`src/rtl/fp_to_int_conv.sv`:
```
// Multi-cycle IEEE-754 single to 32-bit signed integer converter with valid/ready handshakes.
// Define FP2INT_ROUND_EN for round-to-nearest-even; the default build truncates toward zero.
module fp_to_int_conv #(
  parameter int SHIFT_STEP = 1
) (
  input  logic        clk,
  input  logic        reset,
  input  logic        in_valid,
  output logic        in_ready,
  input  logic [31:0] in_float,
  output logic        out_valid,
  input  logic        out_ready,
  output logic [31:0] out_int,
  output logic        overflow,
  output logic        inexact,
  output logic        nan_flag
);

  typedef enum logic [1:0] {
    IDLE  = 2'd0,
    SHIFT = 2'd1,
    SIGN  = 2'd2,
    DONE  = 2'd3
  } state_t;

  localparam logic [4:0] STEP = 5'(SHIFT_STEP);

  state_t      r_state;
  state_t      w_next;

  logic        r_sign;
  logic [31:0] r_mag;
  logic [4:0]  r_cnt;
  logic        r_dir_left;
  logic        r_sticky;
  logic [31:0] r_out_int;
  logic        r_overflow;
  logic        r_inexact;
  logic        r_nan;
`ifdef FP2INT_ROUND_EN
  logic        r_guard;
`endif

  logic        w_accept;
  logic        w_sign;
  logic [7:0]  w_exp;
  logic [22:0] w_frac;
  logic        w_is_nan;
  logic        w_is_minint;
  logic        w_is_sat;
  logic        w_is_small;
  logic        w_is_special;
  logic        w_dir_left;
  logic [4:0]  w_cnt_init;
  logic [4:0]  w_amt;
  logic [31:0] w_out_mask;
  logic [31:0] w_mag_shifted;
  logic        w_sticky_next;
  logic [31:0] w_mag_final;
  logic        w_inexact_final;
  logic [31:0] w_signed;
`ifdef FP2INT_ROUND_EN
  logic [31:0] w_guard_mask;
  logic        w_guard_next;
  logic        w_round_up;
`endif

  assign in_ready  = (r_state == IDLE);
  assign out_valid = (r_state == DONE);
  assign out_int   = r_out_int;
  assign overflow  = r_overflow;
  assign inexact   = r_inexact;
  assign nan_flag  = r_nan;

  assign w_accept = in_valid & in_ready;
  assign w_sign   = in_float[31];
  assign w_exp    = in_float[30:23];
  assign w_frac   = in_float[22:0];

  // -2^31 is the one value with e=158 that fits exactly, so it bypasses saturation
  assign w_is_nan     = (w_exp == 8'hFF) && (w_frac != 23'd0);
  assign w_is_minint  = w_sign && (w_exp == 8'd158) && (w_frac == 23'd0);
  assign w_is_sat     = (w_exp >= 8'd158);
`ifdef FP2INT_ROUND_EN
  assign w_is_small   = (w_exp < 8'd126);
`else
  assign w_is_small   = (w_exp < 8'd127);
`endif
  assign w_is_special = w_is_nan | w_is_sat | w_is_small;

  assign w_dir_left = (w_exp > 8'd150);
  assign w_cnt_init = w_dir_left ? 5'(w_exp - 8'd150) : 5'(8'd150 - w_exp);

  assign w_amt         = (r_cnt > STEP) ? STEP : r_cnt;
  assign w_out_mask    = (32'd1 << w_amt) - 32'd1;
  assign w_mag_shifted = r_dir_left ? (r_mag << w_amt) : (r_mag >> w_amt);

`ifdef FP2INT_ROUND_EN
  // The previous guard falls below the new guard position, so it joins sticky
  assign w_guard_mask    = 32'd1 << (w_amt - 5'd1);
  assign w_guard_next    = |(r_mag & w_guard_mask);
  assign w_sticky_next   = r_sticky | r_guard | (|(r_mag & w_out_mask & ~w_guard_mask));
  assign w_round_up      = r_guard & (r_sticky | r_mag[0]);
  assign w_mag_final     = r_mag + {31'd0, w_round_up};
  assign w_inexact_final = r_guard | r_sticky;
`else
  assign w_sticky_next   = r_sticky | (|(r_mag & w_out_mask));
  assign w_mag_final     = r_mag;
  assign w_inexact_final = r_sticky;
`endif

  assign w_signed = r_sign ? (32'd0 - w_mag_final) : w_mag_final;

  always_ff @(posedge clk or negedge reset) begin
    if (!reset) r_state <= IDLE;
    else        r_state <= w_next;
  end

  always_comb begin
    w_next = r_state;
    case (r_state)
      IDLE: begin
        if (w_accept) begin
          if (w_is_special)            w_next = DONE;
          else if (w_cnt_init == 5'd0) w_next = SIGN;
          else                         w_next = SHIFT;
        end
      end
      SHIFT: if (w_amt == r_cnt) w_next = SIGN;
      SIGN:  w_next = DONE;
      DONE:  if (out_ready) w_next = IDLE;
      default: w_next = IDLE;
    endcase
  end

  // Results and flags are cleared on every accept so nothing stale survives into DONE
  always_ff @(posedge clk or negedge reset) begin
    if (!reset) begin
      r_sign     <= 1'b0;
      r_mag      <= 32'd0;
      r_cnt      <= 5'd0;
      r_dir_left <= 1'b0;
      r_sticky   <= 1'b0;
      r_out_int  <= 32'd0;
      r_overflow <= 1'b0;
      r_inexact  <= 1'b0;
      r_nan      <= 1'b0;
`ifdef FP2INT_ROUND_EN
      r_guard    <= 1'b0;
`endif
    end else begin
      case (r_state)
        IDLE: begin
          if (w_accept) begin
            r_sign     <= w_sign;
            r_mag      <= {8'd0, 1'b1, w_frac};
            r_cnt      <= w_cnt_init;
            r_dir_left <= w_dir_left;
            r_sticky   <= 1'b0;
            r_out_int  <= 32'd0;
            r_overflow <= 1'b0;
            r_inexact  <= 1'b0;
            r_nan      <= 1'b0;
`ifdef FP2INT_ROUND_EN
            r_guard    <= 1'b0;
`endif
            if (w_is_nan) begin
              r_nan <= 1'b1;
            end else if (w_is_minint) begin
              r_out_int <= 32'h8000_0000;
            end else if (w_is_sat) begin
              r_out_int  <= w_sign ? 32'h8000_0000 : 32'h7FFF_FFFF;
              r_overflow <= 1'b1;
            end else if (w_is_small) begin
              r_inexact <= (w_exp != 8'd0) || (w_frac != 23'd0);
            end
          end
        end
        SHIFT: begin
          r_mag <= w_mag_shifted;
          r_cnt <= r_cnt - w_amt;
          if (!r_dir_left) begin
            r_sticky <= w_sticky_next;
`ifdef FP2INT_ROUND_EN
            r_guard  <= w_guard_next;
`endif
          end
        end
        SIGN: begin
          r_out_int <= w_signed;
          r_inexact <= w_inexact_final;
        end
        default: begin
        end
      endcase
    end
  end

endmodule

```
`config.mk`:
```
export PLATFORM = sky130hd
export DESIGN_NAME = fp_to_int_conv
export DESIGN_NICKNAME = d
export VERILOG_FILES = /design/src/rtl/fp_to_int_conv.sv
export SDC_FILE = /design/constraint.sdc
export NUM_CORES = 1
export LEC_CHECK = 0
export CAP_MARGIN = 10
export CORE_ASPECT_RATIO = 1.1
export CORE_MARGIN = 1.5
export CORE_UTILIZATION = 45
export CTS_CLUSTER_SIZE = 8
export DETAILED_ROUTE_END_ITERATION = 10
export PLACE_DENSITY = 0.64
export SYNTH_ARGS = -nofsm -noshare
export SYNTH_HDL_FRONTEND = slang
export SYNTH_SLANG_ARGS = --single-unit
```
`constraint.sdc`:
```
create_clock -name clk -period 3.2 [get_ports clk]
set_input_delay 0.48 -clock clk [delete_from_list [all_inputs] [get_ports clk]]
set_output_delay 0.48 -clock clk [all_outputs]
set_load 0.02 [all_outputs]
```
### Word level (Yosys, flattened, before mapping)

Cells that the tools add are included.

* output and inout port bits: 37
* register bits: 77
* input port bits: 36
* logic and storage cells: 87

* eq/ne operators: 10
* shifts and indexed selects: 3
* bitwise operators: 5
* $lt $le $gt $ge: 4
* reductions and logical operators: 17
* muxes and demuxes: 33
* add/sub/neg operators: 5

Operators by type and width (count)
* 2-to-1 mux 32 bit: 8
* one-hot mux 32 bit (2 select lines): 2
* bitwise AND 32 bit: 1
* OR reduction 32 bit: 1
* << shifter 1 x 5 -> 32 bit (first input constant): 1
* << shifter 32 x 5 -> 32 bit: 1
* right shift 32 x 5 -> 32 bit: 1
* subtractor 1 x 32 -> 32 bit (first input constant): 1
* subtractor 32 x 1 -> 32 bit (second input constant): 1
* zero test 23 bit: 1
* nonzero test 23 bit: 1
* == test 8 bit (second input constant): 2
* 2-to-1 mux 5 bit: 3
* 2-to-1 mux 1 bit: 11
* 2-to-1 mux 2 bit: 5
* one-hot mux 5 bit (2 select lines): 1
* >= comparator 8 bit (second input constant): 1
* > comparator 8 bit (second input constant): 1
* < comparator 8 x 7 -> 1 bit (second input constant): 1
* one-hot mux 2 bit (4 select lines): 1
* nonzero test 8 bit: 1
* AND reduction 2 bit: 3
* AND reduction 3 bit: 2
* == test 5 bit: 1
* 16 further kinds: 25

### Depth between registers and ports, before layout

* depth after elaboration: 9
* gate-level depth with buffers: 10
* mapped depth without buffers: 8

### Least setup slack after synthesis

OpenSTA, ideal clock, no wires.

* path kind: reg-to-reg
* start point: register r_mag[1]
* end point: register r_out_int[28] (netlist: out_int[28])
* clock period less this slack: 2362 ps
* arrival time: 2285 ps
* data required time: 3123 ps
* cell stages (with the launch flop): 10
* path slack: 838 ps
* library setup time: 77 ps
* path buffers: 1
* path through: dfrtp_1 > inv_1 > ha_1 > or4b_1 > or4_1 > buf_2 > o31ai_2 > xnor2_1 > nand2_1 > a21oi_1

* cells in the longest elaborated chain, start to end: 3

RTL lines
* start: declaration: line 32 `logic [31:0] r_mag;`
* start signal: assignment: line 156 `r_mag <= {8'd0, 1'b1, w_frac};`
* start signal: assignment: line 180 `r_mag <= w_mag_shifted;`
* subtractor 1 x 32 -> 32 bit: line 112 `assign w_signed = r_sign ? (32'd0 - w_mag_final) : w_mag_final;`
* 2-to-1 mux 32 bit: line 112
* one-hot mux 32 bit (2 select lines): line 152 `case (r_state)`
* end signal: assignment: line 172 `r_out_int <= w_sign ? 32'h8000_0000 : 32'h7FFF_FFFF;`
* end signal: assignment: line 190 `r_out_int <= w_signed;`
* end: declaration: line 36 `logic [31:0] r_out_int;`

Every way passes these cells.
A chain may end at the register's enable or synchronous reset.

### Final worst setup path

* start point: register r_mag[1]
* end point: register r_out_int[20] (netlist: out_int[20])

Same word-level chain as after synthesis.

==> run metrics <==
post-CTS setup buffer count=0; Final Cycle Share=around 84%; PostCTS Resize Cnt=0; area grow syn2layout=21.2%; initial core utilization=between 40 and 50%; complex-gate fraction of the synthesized area=24.9%; flops & latches, synth=77; vias in the first global route=~4500; detailed-route DRC error count=0; # hold bufs at CTS=0; relative slew slack=31.1%; top post-synthesis cells by area=dfrtp_1 38%, a21oi_1 11%, mux2i_1 6.6%; TritonCTS clock tree=done; via-per-instance ratio=5.82; Simple-Gate Fraction of Synth Area=16.7%; Avg WL per Cell=~16 µm; largest net degree at the start of global routing=78; Area after DPL=5900 µm²; clock sinks=77; fin nets=701; Fin. Hold Viols=0; dpl hpwl=9.33 mm; I/O pin count=between 70 and 80; TNS Setup=0 ps; cell type with the largest total area after synthesis=dfrtp_1; Final Max Tran Viols=0; Synth Instances=620; Power Density=1090 nW/µm²; share of layout cells above drive strength 1=7.31%; Longest Clk Path Bufs=2; Cell Area, Synth=5130 µm²; Setup Skew=approximately 9.2 ps; via count=4680; Peak supply drop=0.000495 V; synthesized area per cell=~8.3 µm²; xor/xnor cell area share of the yosys netlist=5.30%; syn_nets=668; Clk Latency, worst-skew pair=340 ps; Async SR Flop Fraction=100%; final instance area=6220 µm²; # port buffers=72; Worst-path clk slew=60 ps; static leakage=between 0.002 and 0.0025 µW; status=completed; area share of the largest cell type after synthesis=37.6%; first-pass GRT wire length=~22 mm; Crit Path Category=flip-flop to flip-flop; GR Overflow Total=0; unrepaired setup endpoints after global routing=false; Yosys Warn Count=0; post-synthesis sequential area ratio=a little under two fifths; Std-Cell Core Area=11000 µm²; mux contribution to synthesized area=about 6.9%; GP Congestion=0.901; Tot GR Track Use=between 20% and 30%; Hold Crit Class=input pin to async pin; main combinational cell family by area after synthesis=compound AO/OA/AOI/OAI gates; CP endpoint kind=flip-flop; height of the die=115 µm; initial antenna violation count=0; Tmin final=roughly 2700 ps; startpoint types=flip-flop; Worst Tran Pin Value=1030 ps; # Max-Cap Violations=0; Iter 0 DRT Violations=381; H-tree depth=3; Post-Synth Adder-Cell Area=2.93%; post-synthesis cell type count=52; CP max stage delay=between 600 and 700 ps; Die Wd=~100 µm; wirelength, routed=13.2 mm; Post-synth EDFFs=0; DRT Pass-1 Iters=5; crit path max fanout=9; ANT nets after route=0; Antenna diodes=0; total die area=around 12000 µm²; dominant synthesized flop cell=dfrtp_1; crit-path cells=inv_1 -> ha_1 -> or4b_1 -> or4_1 -> o31ai_1 -> xor2_1 -> a211oi_1; clock root cell=clkbuf_16; Crit-path slowest cell=or4_1; final setup vio count=0; Rows=40; Req. time, crit path=3450 ps; CTS buffer count=9; Arrival @ worst endpoint=2930 ps; f_max=373 MHz
## path summary, 6_finish.rpt
path	startpoint	to	slack, ps	cells after the start
worst max-delay path	r_mag[1]	out_int[20]	520	7
worst min-delay path	reset	out_int[4]	300	1
worst max register to register	r_mag[1]	out_int[20]	520	7
worst min register to register	overflow	overflow	480	2
max in group asynchronous	reset	r_mag[17]	2230	1
min in group clk	overflow	overflow	480	2
## layout by cell type, fill, tap and decap left out, types with 5 or more instances in the layout
master,count
clkdlybuf4s50_1,71
mux2i_1,34
o21ai_0,27
nor4_1,12
nand4_1,5
nand3_1,5
clkbuf_16,9
a21oi_1,110
buf_4,13
o22ai_1,25
o31ai_1,11
xor2_1,9
nor2_1,49
ha_1,12
or3_1,11
xnor2_1,22
o31ai_2,5
a211oi_1,7
or2_2,5
nand2_1,56
dfrtp_1,77
inv_1,13
nor3_1,14
## metrics by stage
step                total power [µW]  setup WS (ps)  utilization, %  hold slack (ps)  cells
CTS                             6800            511            56.5              348    804
global placement                5590            478            53.6              466    789
detailed placement              5690            389            53.6              472    789
finish                          6770            519            56.5              298    804
global route                    7300            270            56.5              401    804
floorplan                       4520            838               -              184    620
## synth_stat cells (9+ instances only)
cell type,count
o31ai_1,11
nor3_1,14
nor2_1,49
xor2_1,9
o22ai_1,25
o21ai_0,27
mux2i_1,34
xnor2_1,22
a21oi_1,110
nor4_1,12
nand2_1,56
or3_1,11
inv_1,13
ha_1,12
dfrtp_1,77
clkbuf_1,54
## metal layers
| layer | global-route usage, % | vias to the layer above | share of wire [%] |
|---|---|---|---|
| li1 | - | 2302 | - |
| met1 | 32.2 | 2235 | 48 |
| met2 | 36.5 | 131 | 46 |
| met3 | 2.38 | 12 | 4.1 |
| met4 | 7.85 | 0 | 1.3 |
| met5 | 0 | - | 0 |
## sequential cells by signal, indices dropped and copies added (netlist names)
signal	cells
r_dir_left	1
r_sign	1
out_int	32
r_mag	32
inexact	1
r_state	2
overflow	1
r_sticky	1
r_cnt	5
nan_flag	1
## worst max-delay path: cells and delay by family (launching register included)
kind,cells,cell delay [ps]
xor gates and xnor gates,1,110
adders and majority gates,1,190
AOI/OAI and AO/OA,2,560
DFF,1,430
and+or+nand+nor,2,1170
buffers and inverters,1,130
## power breakdown
part / switching (µW) / leakage, µW / internal, µW
Sequential: 606 / 0.000900 / 1430
Combinational: 2030 / 0.00132 / 1610
Clock: 395 / 0.000152 / 699
Total: 3030 / 0.00237 / 3740
## area by class of cell
type,instances,area [µm²]
fill,1019,4790
multi-input combinational,468,2930
sequential,77,1930
timing repair buffer,84,808
clock buffer,11,243
tap,147,184
clock inverter,4,72.6
inverter,13,48.8
## cell families (layout without fill, tap and decap cells)
family,Yosys count,in the layout
compound gates,213,213
xor+xnor,31,31
fa+ha+maj,12,12
buf+inv,75,112
flops,77,77
mux,35,35
simple gates,177,177
Note: power is estimated with default switching activity, not from simulation.
